## src/rtl/counter_nbit.sv

```systemverilog
// Parametrised DMA up/down counter with programmable limit, step and four
// terminal-count modes; feeds the channel control FSM with carry/tc/done.
module counter_nbit #(
  parameter int unsigned WIDTH  = 10,
  parameter int unsigned STEP_W = 4
) (
  input  logic              clk,
  input  logic              MR,
  input  logic [WIDTH-1:0]  data,
  input  logic              load,
  input  logic              dir,
  input  logic              en,
  input  logic [STEP_W-1:0] step,
  input  logic [WIDTH-1:0]  limit,
  input  logic [1:0]        mode,
  output logic [WIDTH-1:0]  count,
  output logic              carry,
  output logic              tc_pulse,
  output logic              loadDone,
  output logic              done,
  output logic              busy
);

  typedef enum logic [1:0] {
    S_IDLE  = 2'd0,
    S_COUNT = 2'd1,
    S_DONE  = 2'd2
  } state_e;

  typedef enum logic [1:0] {
    M_WRAP    = 2'd0,
    M_SAT     = 2'd1,
    M_ONESHOT = 2'd2,
    M_RELOAD  = 2'd3
  } mode_e;

  state_e             state_q, state_d;
  logic [WIDTH-1:0]   count_q, count_d;
  logic               tc_pulse_q, tc_pulse_d;
  logic               load_done_q, load_done_d;
  logic               done_q, done_d;
  logic               busy_q, busy_d;

  logic [WIDTH:0]     s_ext;
  logic [WIDTH:0]     up_sum;
  logic [WIDTH-1:0]   up_next;
  logic [WIDTH-1:0]   down_next;
  logic [WIDTH-1:0]   step_next;
  logic               term;
  logic               next_term;

  // Sums carried at WIDTH+1 bits so the clamp to limit/0 never sees overflow.
  always_comb begin
    s_ext     = (step == '0) ? (WIDTH+1)'(1) : (WIDTH+1)'(step);
    up_sum    = {1'b0, count_q} + s_ext;
    up_next   = (up_sum >= {1'b0, limit}) ? limit : up_sum[WIDTH-1:0];
    down_next = ({1'b0, count_q} < s_ext) ? '0 : count_q - s_ext[WIDTH-1:0];
    step_next = dir ? up_next : down_next;
    term      = dir ? (count_q >= limit) : (count_q == '0);
    next_term = dir ? (step_next >= limit) : (step_next == '0);
  end

  always_comb begin
    state_d     = state_q;
    count_d     = count_q;
    tc_pulse_d  = 1'b0;
    load_done_d = 1'b0;
    if (MR) begin
      state_d = S_IDLE;
      count_d = '0;
    end else if (load) begin
      state_d     = S_IDLE;
      count_d     = data;
      load_done_d = 1'b1;
    end else begin
      unique case (state_q)
        S_IDLE: if (en) state_d = S_COUNT;
        S_COUNT: begin
          if (!en) begin
            state_d = S_IDLE;
          end else if (term) begin
            unique case (mode_e'(mode))
              M_WRAP:    count_d = dir ? '0 : limit;
              M_SAT:     count_d = count_q;
              M_ONESHOT: state_d = S_DONE;
              M_RELOAD:  count_d = data;
              default:   count_d = count_q;
            endcase
          end else begin
            count_d    = step_next;
            tc_pulse_d = next_term;
            if (next_term && mode_e'(mode) == M_ONESHOT) state_d = S_DONE;
          end
        end
        S_DONE:  state_d = S_DONE;
        default: state_d = S_IDLE;
      endcase
    end
    done_d = (state_d == S_DONE);
    busy_d = (state_d == S_COUNT);
  end

  always_ff @(posedge clk) begin
    state_q     <= state_d;
    count_q     <= count_d;
    tc_pulse_q  <= tc_pulse_d;
    load_done_q <= load_done_d;
    done_q      <= done_d;
    busy_q      <= busy_d;
  end

  assign count    = count_q;
  assign carry    = term & ~MR;
  assign tc_pulse = tc_pulse_q;
  assign loadDone = load_done_q;
  assign done     = done_q;
  assign busy     = busy_q;

endmodule

```

## config.mk

```make
export PLATFORM = sky130hd
export DESIGN_NAME = counter_nbit
export DESIGN_NICKNAME = d
export VERILOG_FILES = /design/src/rtl/counter_nbit.sv
export SDC_FILE = /design/constraint.sdc
export NUM_CORES = 1
export LEC_CHECK = 0
export BUFFER_PORTS_ARGS = -buffer_cell sky130_fd_sc_hd__buf_2
export CAP_MARGIN = 20
export CORE_MARGIN = 5
export CORE_UTILIZATION = 45
export DETAILED_ROUTE_END_ITERATION = 8
export MAX_ROUTING_LAYER = met4
export PLACE_DENSITY = 0.67
export SYNTH_ARGS = -nofsm -noshare
export SYNTH_HDL_FRONTEND = slang
export SYNTH_SLANG_ARGS = --single-unit
```

## constraint.sdc

```tcl
create_clock -name clk -period 13.8 [get_ports clk]
set_input_delay 1.38 -clock clk [delete_from_list [all_inputs] [get_ports clk]]
set_output_delay 1.38 -clock clk [all_outputs]
set_load 0.05 [all_outputs]
```

======== Word level (Yosys, flattened, before mapping) ========
Cells that the tools add are included.
operators by class
  order comparisons ....................... 4
  bitwise gates (word level) .............. 4
  mux-type cells .......................... 21
  $add $sub $neg .......................... 2
  reductions and logical operators ........ 10
  eq/ne operators ......................... 7
operators with widths
  cell                                                              number
  10-bit 2-to-1 mux                                                 8
  10-bit greater-or-equal comparator                                2
  10-bit zero test                                                  2
  10-bit case mux with 2 select lines                               1
  2-bit 2-to-1 mux                                                  7
  10-bit by 4-bit adder with 11-bit output                          1
  11-bit by 10-bit greater-or-equal comparator with 1-bit output    1
  10-bit by 4-bit < comparator with 1-bit output                    1
  10-bit by 4-bit subtractor with 10-bit output                     1
  2-bit == test (second input constant)                             4
  2-bit case mux with 3 select lines                                1
  5-bit OR reduction                                                1
  2-bit by 1-bit == test with 1-bit output (second input constant)  2
  2-bit zero test                                                   2
  4-bit zero test                                                   1
  4-bit 2-to-1 mux                                                  1
  4-bit by 2-bit != test with 1-bit output (second input constant)  1
  2-bit nonzero test                                                2
  1-bit 2-to-1 mux                                                  3
  1-bit inverter                                                    3
  3-bit AND reduction                                               1
  1-bit AND                                                         1
  1-bit logical AND                                                 1
storage, ports and cells
  output and inout port bits .............. 15
  word-level logic and storage cells ...... 54
  input port bits ......................... 31
  bits in registers ....................... 16

======== Depth between registers and ports, before layout ========
Gate-level depths: netlist of run 1.
  depth in word-level cells ............... 16
  mapped depth ............................ 25
  gate-level depth less buffers ........... 25

======== Least setup slack after synthesis of run 1 ========
No wires, ideal clock.
  kind .................................... input to register
  from .................................... input port step[1]
  to ...................................... register busy_q, in the netlist busy
  arrival ................................. 5.418 ns
  required time ........................... 13.741 ns
  buffers on the path ..................... 1
  setup slack ............................. 8.323 ns
  setup time .............................. 0.059 ns
  stages .................................. 24
  cells stage by stage .................... inv_1 > a31o_2 > ha_1 > inv_1 > fa_1 > nor2_1 > o311a_1 > nand4_1 > xnor2_1 > ha_1 > a21oi_1 > nor2b_1 > a311oi_2 > o21ai_1 > buf_4 > mux2i_1 > o22ai_1 > ha_1 > a21o_1 > a21o_1 > a211oi_1 > o211ai_1 > a22oi_2 > a31o_1
on the way
  cells in the longest elaborated chain, start to end .. 16
  elaborated cells between the ends (all ways) .. 20
  classes of those cells .................. 2 x add/sub; 3 x order compare; 1 x eq/ne; 11 x mux; 3 x reduce/logical
ends and longest elaborated chain
  element                                                                        RTL line  RTL
  from (decl)                                                                    13        input logic [STEP_W-1:0] step,
  4-bit zero test                                                                54        s_ext = (step == '0) ? (WIDTH+1)'(1) : (WIDTH+1)'(step);
  4-bit 2-to-1 mux *                                                             54
  10-bit by 4-bit adder with 11-bit output                                       55        up_sum = {1'b0, count_q} + s_ext;
  11-bit by 10-bit greater-or-equal comparator with 1-bit output                 56        up_next = (up_sum >= {1'b0, limit}) ? limit : up_sum[WIDTH-1:0];
  10-bit 2-to-1 mux                                                              56
  10-bit 2-to-1 mux *                                                            58        step_next = dir ? up_next : down_next;
  10-bit greater-or-equal comparator / 10-bit zero test (equally long branches)  60        next_term = dir ? (step_next >= limit) : (step_next == '0);
  1-bit 2-to-1 mux *                                                             60
  1-bit logical AND *                                                            92        if (next_term && mode_e'(mode) == M_ONESHOT) state_d = S_DONE;
  2-bit 2-to-1 mux *                                                             92
  2-bit 2-to-1 mux *                                                             81        end else if (term) begin
  2-bit 2-to-1 mux *                                                             79        if (!en) begin
  2-bit case mux with 3 select lines *                                           76        unique case (state_q)
  2-bit 2-to-1 mux *                                                             71        end else if (load) begin
  2-bit 2-to-1 mux *                                                             68        if (MR) begin
  2-bit by 1-bit == test with 1-bit output *                                     100       busy_d = (state_d == S_COUNT);
  net busy_d                                                                     42        logic busy_q, busy_d;
  to (signal assigned)                                                           109       busy_q <= busy_d;
  to (decl)                                                                      42
The timed path passes the listed nets; every way through them passes the cells marked *.
A chain may end at the register's enable or synchronous reset.

======== Worst setup path after layout of run 1 ========
  from .................................... input port step[1]
  to ...................................... register state_q[1]
on the way
  cells in the longest elaborated chain, start to end .. 15
  elaborated cells between the ends (all ways) .. 19
  classes of those cells .................. 2 x add/sub; 3 x order compare; 11 x mux; 3 x reduce/logical
ends and longest elaborated chain
  element                                                                        RTL line  RTL
  4-bit zero test                                                                54
  4-bit 2-to-1 mux *                                                             54
  10-bit by 4-bit adder with 11-bit output                                       55
  11-bit by 10-bit greater-or-equal comparator with 1-bit output                 56
  10-bit 2-to-1 mux                                                              56
  10-bit 2-to-1 mux *                                                            58
  10-bit greater-or-equal comparator / 10-bit zero test (equally long branches)  60
  1-bit 2-to-1 mux *                                                             60
  1-bit logical AND *                                                            92
  2-bit 2-to-1 mux *                                                             92
  2-bit 2-to-1 mux *                                                             81
  2-bit 2-to-1 mux *                                                             79
  2-bit case mux with 3 select lines *                                           76
  2-bit 2-to-1 mux *                                                             71
  2-bit 2-to-1 mux *                                                             68
  net state_d[1]                                                                 37        state_e state_q, state_d;
  to (signal assigned)                                                           104       state_q <= state_d;
  to (decl)                                                                      37
Marks and branches as above.

==> results of run 1 <==
[per-stage QoR]
step           cells  area [um^2]
2_1_floorplan    317         2520
4_1_cts          422         2800
5_1_grt          422         2800
3_3_place_gp     418         2750
3_5_place_dp     418         2750
6_report         422         2800
[metal layers]
metal  share of wire [%]  vias up  GRT usage [%]
met5                   0        -              -
met4                 1.0        0           3.60
met3                 5.0       10           3.01
met2                  46       86           31.8
met1                  48     1213           29.0
li1                    -     1257              -
[sequential cells by signal, summed over array words and instances, names as in the netlist]
name / cells
state_q: 2
done: 1
busy: 1
tc_pulse: 1
loadDone: 1
count: 10
[synth_stat cells, types with 9 or more instances]
cell type	number
clkbuf_1	10
a21oi_1	20
dfxtp_1	16
ha_1	40
inv_1	25
nor2_1	16
nor2b_1	9
nor3_1	12
nand2_1	18
o21ai_1	12
xnor2_1	9
mux2i_1	10
[kinds of logic after synthesis]
family | Yosys count | share of synthesized area (%)
simple gates | 94 | 19.9
buf+inv | 42 | 7.40
mux | 11 | 4.42
flops | 16 | 12.7
fa+ha+maj | 42 | 21.5
xor+xnor | 11 | 3.83
compound gates | 101 | 30.3
[tightest hold or removal path: cells and delay by family (launching register included)]
family	cells	cell delay, ns
flops	1	0.37
compound gates	1	0.08
simple gates	1	0.11
[worst paths after layout]
check                              start          to  slack, ns  depth (start not counted)
worst min-delay path            count[0]    count[0]       0.61                          2
worst max-delay path             step[1]  state_q[1]       7.84                         26
worst max register to register  count[2]  state_q[1]       8.88                         21
worst min register to register  count[0]    count[0]       0.61                          2
[layout make-up]
class	count	area [um^2]
timing repair buffer	46	233
tap	72	90.1
clock buffer	4	55.1
sequential	16	320
multi-input combinational	259	2010
inverter	25	93.8
fill	547	2670
[power groups by stage]
stage | Clock [uW] | Sequential [uW] | Combinational [uW]
finish | 42.4 | 56.4 | 115
global route | 45.5 | 57.2 | 128
floorplan | 0 | 62.7 | 80.6
CTS | 43.1 | 56.4 | 114
global placement | 0 | 57.4 | 111
detailed placement | 0 | 57.4 | 113
==> metrics.txt, run 1 <==
main flop type after synthesis=dfxtp_1; most frequent cells in the layout=buf_2, ha_1, inv_1; Min Hold Slack=0.611 ns; post-synth top area share=19.9%; fin crit period=5.96 ns; Core ar.=5470 um^2; Cells after Synth=317; post-synth cell types=65; Static Leak=0.00126 uW; Synthesized Nets=390; crit-path max FO=12; DRC violations left=0; cts repair resizes=0; clock network fraction of design power=19.9%; Seq/Total Area, Yosys=12.7%; largest net degree at the start of global routing=20; Final GP Congestion=0.809; setup violators final=0; # Max-Cap Violations=0; P_sw=93.1 uW; die height=84.8 um; PD cells=76.1 nW/um^2; FP Rows=27; number of flops mapped to enable cells by yosys=0; final setup margin=7.84 ns; Clock Path Buffers=2; Yosys warning total=0; effective utilization at floorplan=46.0%; global-route wire length before repair=12.1 mm; worst slew pin tran=0.650 ns; cell mode on critical path=ha_1; #FFs+latches synth=16; Critical Path AT=6.09 ns; CTS sink cnt=16; status=finished, final reports clean; Final Slew Violations=0; layout cell share with drive strength beyond 1=19.1%; Setup Fix Bufs, Post-CTS=0; DRT iter0 DRCs=261; hold bufs inserted after CTS=0; vias in the first global route=2537; HP Class=reg2reg; cell family with most CP delay=compound AO/OA/AOI/OAI gates; Die Area=7190 um^2; CTS tree=built; sw frac=43.6%; syn avg cell area=7.95 um^2; area leader, netlist=ha_1; Die X=84.8 um; Layout Nets=424; total power=213 uW; post-DR wirelength/cell=16.8 um; crit start category=primary input; Critical Path End Type=flip-flop; Final TNS setup=0 ns; Int Pwr=120 uW; VDD IR max=0.0384 mV; gr ovfl total=0; Reg power frac=26.4%; post-route clock period utilization=43.2%; Num CTS Buffers=3; Max Fclk=168 MHz; Slew HR=56.7%; Synth async-reset ratio=0%; DRT Pass-1 Iters=4; Crit-path slowest cell=fa_1; Combinational Power Share=53.7%; via count=2566; clk_lat worst skew=0.25 ns; initial antenna violation count=0; PortBufs=45; io pins=46; DR vias/cell=6.08; hpwl dp=5.71 mm; post-layout util=51.2%; Routed Antenna Nets=0; RSZ-0062 raised after global routing=no; Slowest Stage Delay on Critical Path=0.41 ns; Area Growth Syn to Fin=11.3%; root buf cell=clkbuf_8; commonest non-fill, non-tap cell in the layout=buf_2; Post-Synthesis Cell Area=2520 um^2; total routed wirelength=7.08 mm; Crit Path Class=in2reg; Max Clock Skew=0.00655 ns; Area contributors post-synth=ha_1, dfxtp_1, a21oi_1; WP buf/inv=4; H-Tree Depth=1; Worst-path clk slew=0.06 ns; Final Hold Vio Count=0; All-Layer GR Usage=20.6%; CP required=13.93 ns; pre-CTS setup slack=7.62 ns; diode count=0
Note: power is estimated with default switching activity, not from simulation.
==> inputs of run 2 (changes only) <==
--- a/config.mk
+++ b/config.mk
@@ -11,7 +11,7 @@
 export CORE_UTILIZATION = 45
 export DETAILED_ROUTE_END_ITERATION = 8
 export MAX_ROUTING_LAYER = met4
-export PLACE_DENSITY = 0.67
+export PLACE_DENSITY = 0.69
 export SYNTH_ARGS = -nofsm -noshare
 export SYNTH_HDL_FRONTEND = slang
 export SYNTH_SLANG_ARGS = --single-unit
==> constraint.sdc (replaced) <==
create_clock -name clk -period 5 [get_ports clk]
set_input_delay 0.5 -clock clk [delete_from_list [all_inputs] [get_ports clk]]
set_output_delay 0.5 -clock clk [all_outputs]
set_load 0.05 [all_outputs]
==> metrics.txt, run 2 (synthesis gave the netlist of run 1 again) <==
status=finished, final reports clean (unchanged); PortBufs=45 (unchanged); Max Clock Skew=0.00577 ns (was 0.00655 ns); most frequent cells in the layout=buf_2, ha_1, inv_1 (unchanged); Crit-path slowest cell=fa_2 (was fa_1); Layout Nets=435 (was 424); Post-Place Cell Area=2820 um^2 (was 2750 um^2); initial antenna violation count=0 (unchanged); DRT Pass-1 Iters=4 (unchanged); Die X=84.8 um (unchanged); Critical Path End Type=flip-flop (unchanged); setup violators final=0 (unchanged); Final GP Congestion=0.908 (was 0.809); commonest non-fill, non-tap cell in the layout=buf_2 (unchanged); total routed wirelength=7.38 mm (was 7.08 mm); fin crit period=4.78 ns; die height=84.8 um (unchanged); hpwl dp=5.86 mm (was 5.71 mm); Die Area=7190 um^2 (unchanged); Final Hold Vio Count=0 (unchanged); DR vias/cell=5.96 (was 6.08); io pins=46 (unchanged); post-DR wirelength/cell=17.1 um (was 16.8 um); Clock Path Buffers=2 (unchanged); DRC violations left=0 (unchanged); H-Tree Depth=1 (unchanged); Area Growth Syn to Fin=16.3% (was 11.3%); Final Slew Violations=0 (unchanged); effective utilization at floorplan=46.0% (unchanged); total power=614 uW (was 213 uW); layout cell share with drive strength beyond 1=23.8% (was 19.1%); Routed Antenna Nets=0 (unchanged); Worst-path clk slew=0.06 ns (about the same); Max Fclk=209 MHz; FP Rows=27 (unchanged); HP Class=in2reg (was reg2reg); VDD IR max=0.101 mV (was 0.0384 mV); crit-path max FO=5 (was 12); post-route clock period utilization=95.6%; root buf cell=clkbuf_8 (unchanged); vias in the first global route=2510 (was 2537); Critical Path AT=4.98 ns (was 6.09 ns); worst slew pin tran=0.675 ns (was 0.650 ns); pre-CTS setup slack=-0.0489 ns (was 7.62 ns); post-route cell area=2930 um^2 (was 2800 um^2); largest net degree at the start of global routing=20 (unchanged); final setup margin=0.222 ns (was 7.84 ns); PD cells=210 nW/um^2 (was 76.1 nW/um^2); DRT iter0 DRCs=239 (was 261); crit start category=primary input (unchanged); via count=2580 (was 2566); clk_lat worst skew=0.26 ns (was 0.25 ns); # Max-Cap Violations=0 (unchanged); CTS sink cnt=16 (unchanged); Static Leak=0.00134 uW (was 0.00126 uW); post-layout util=53.5% (was 51.2%); Slowest Stage Delay on Critical Path=0.36 ns (was 0.41 ns); number of flip-flops in the largest register=10 (unchanged); All-Layer GR Usage=21.2% (was 20.6%); cell mode on critical path=ha_1 (unchanged); Slew HR=55.0% (was 56.7%); diode count=0 (unchanged); CP required=5.20 ns (was 13.93 ns); gr ovfl total=0 (unchanged); Num CTS Buffers=3 (unchanged); global-route wire length before repair=12.3 mm (was 12.1 mm); CTS tree=built (unchanged); Crit Path Class=in2reg (unchanged); Core ar.=5470 um^2 (unchanged)
-- run 2: what timing repair did --
item	CTS	global route
hold buffers	0	0
resized for setup	0	9
endpoints found under the setup margin	0	5
setup buffers	0	1
-- run 2: final timing paths --
path	startpoint	endpoint	slack [ns]	cells past startpoint
worst max-delay path	step[2]	busy	0.22	25
worst min-delay path	data[1]	count[1]	0.51	3
worst max register to register	count[1]	busy	0.34	21
worst min register to register	state_q[1]	state_q[0]	0.64	2
-- run 2: power breakdown --
part | internal [uW] | switching (uW)
clock network | 70.0 | 49.1
logic | 141 | 205
registers | 135 | 13.7
total | 347 | 268
-- run 2: per-stage QoR --
stage / hold slack, ns / std cells / setup TNS, ns
2_1_floorplan: 0.577 / 317 / 0
3_3_place_gp: 0.628 / 428 / 0
3_5_place_dp: 0.638 / 428 / -0.195
4_1_cts: 0.511 / 432 / 0
5_1_grt: 0.529 / 433 / -0.231
6_report: 0.514 / 433 / 0
-- run 2: layout make-up --
type,count,area [um^2]
inverter,25,93.8
multi-input combinational,259,2050
tap,72,90.1
sequential,16,320
fill,539,2540
clock buffer,4,55.1
timing repair buffer,57,319
-- run 2: critical path: cells and delay by family --
| family | cells | cell delay, ns |
|---|---|---|
| AO/OA/AOI/OAI | 12 | 2.32 |
| XOR/XNOR | 1 | 0.20 |
| adder cells (fa/ha/maj) | 4 | 1.08 |
| buffers and inverters | 3 | 0.22 |
| multiplexers | 1 | 0.13 |
| AND/OR/NAND/NOR | 4 | 0.52 |
-- run 2: layer usage --
metal / vias up / global-route usage, % / part of all wire, %
li1: 1277 / - / -
met1: 1205 / 28.8 / 46
met2: 93 / 34.6 / 47
met3: 5 / 2.43 / 5.8
met4: 0 / 3.02 / 0.95
met5: - / - / 0
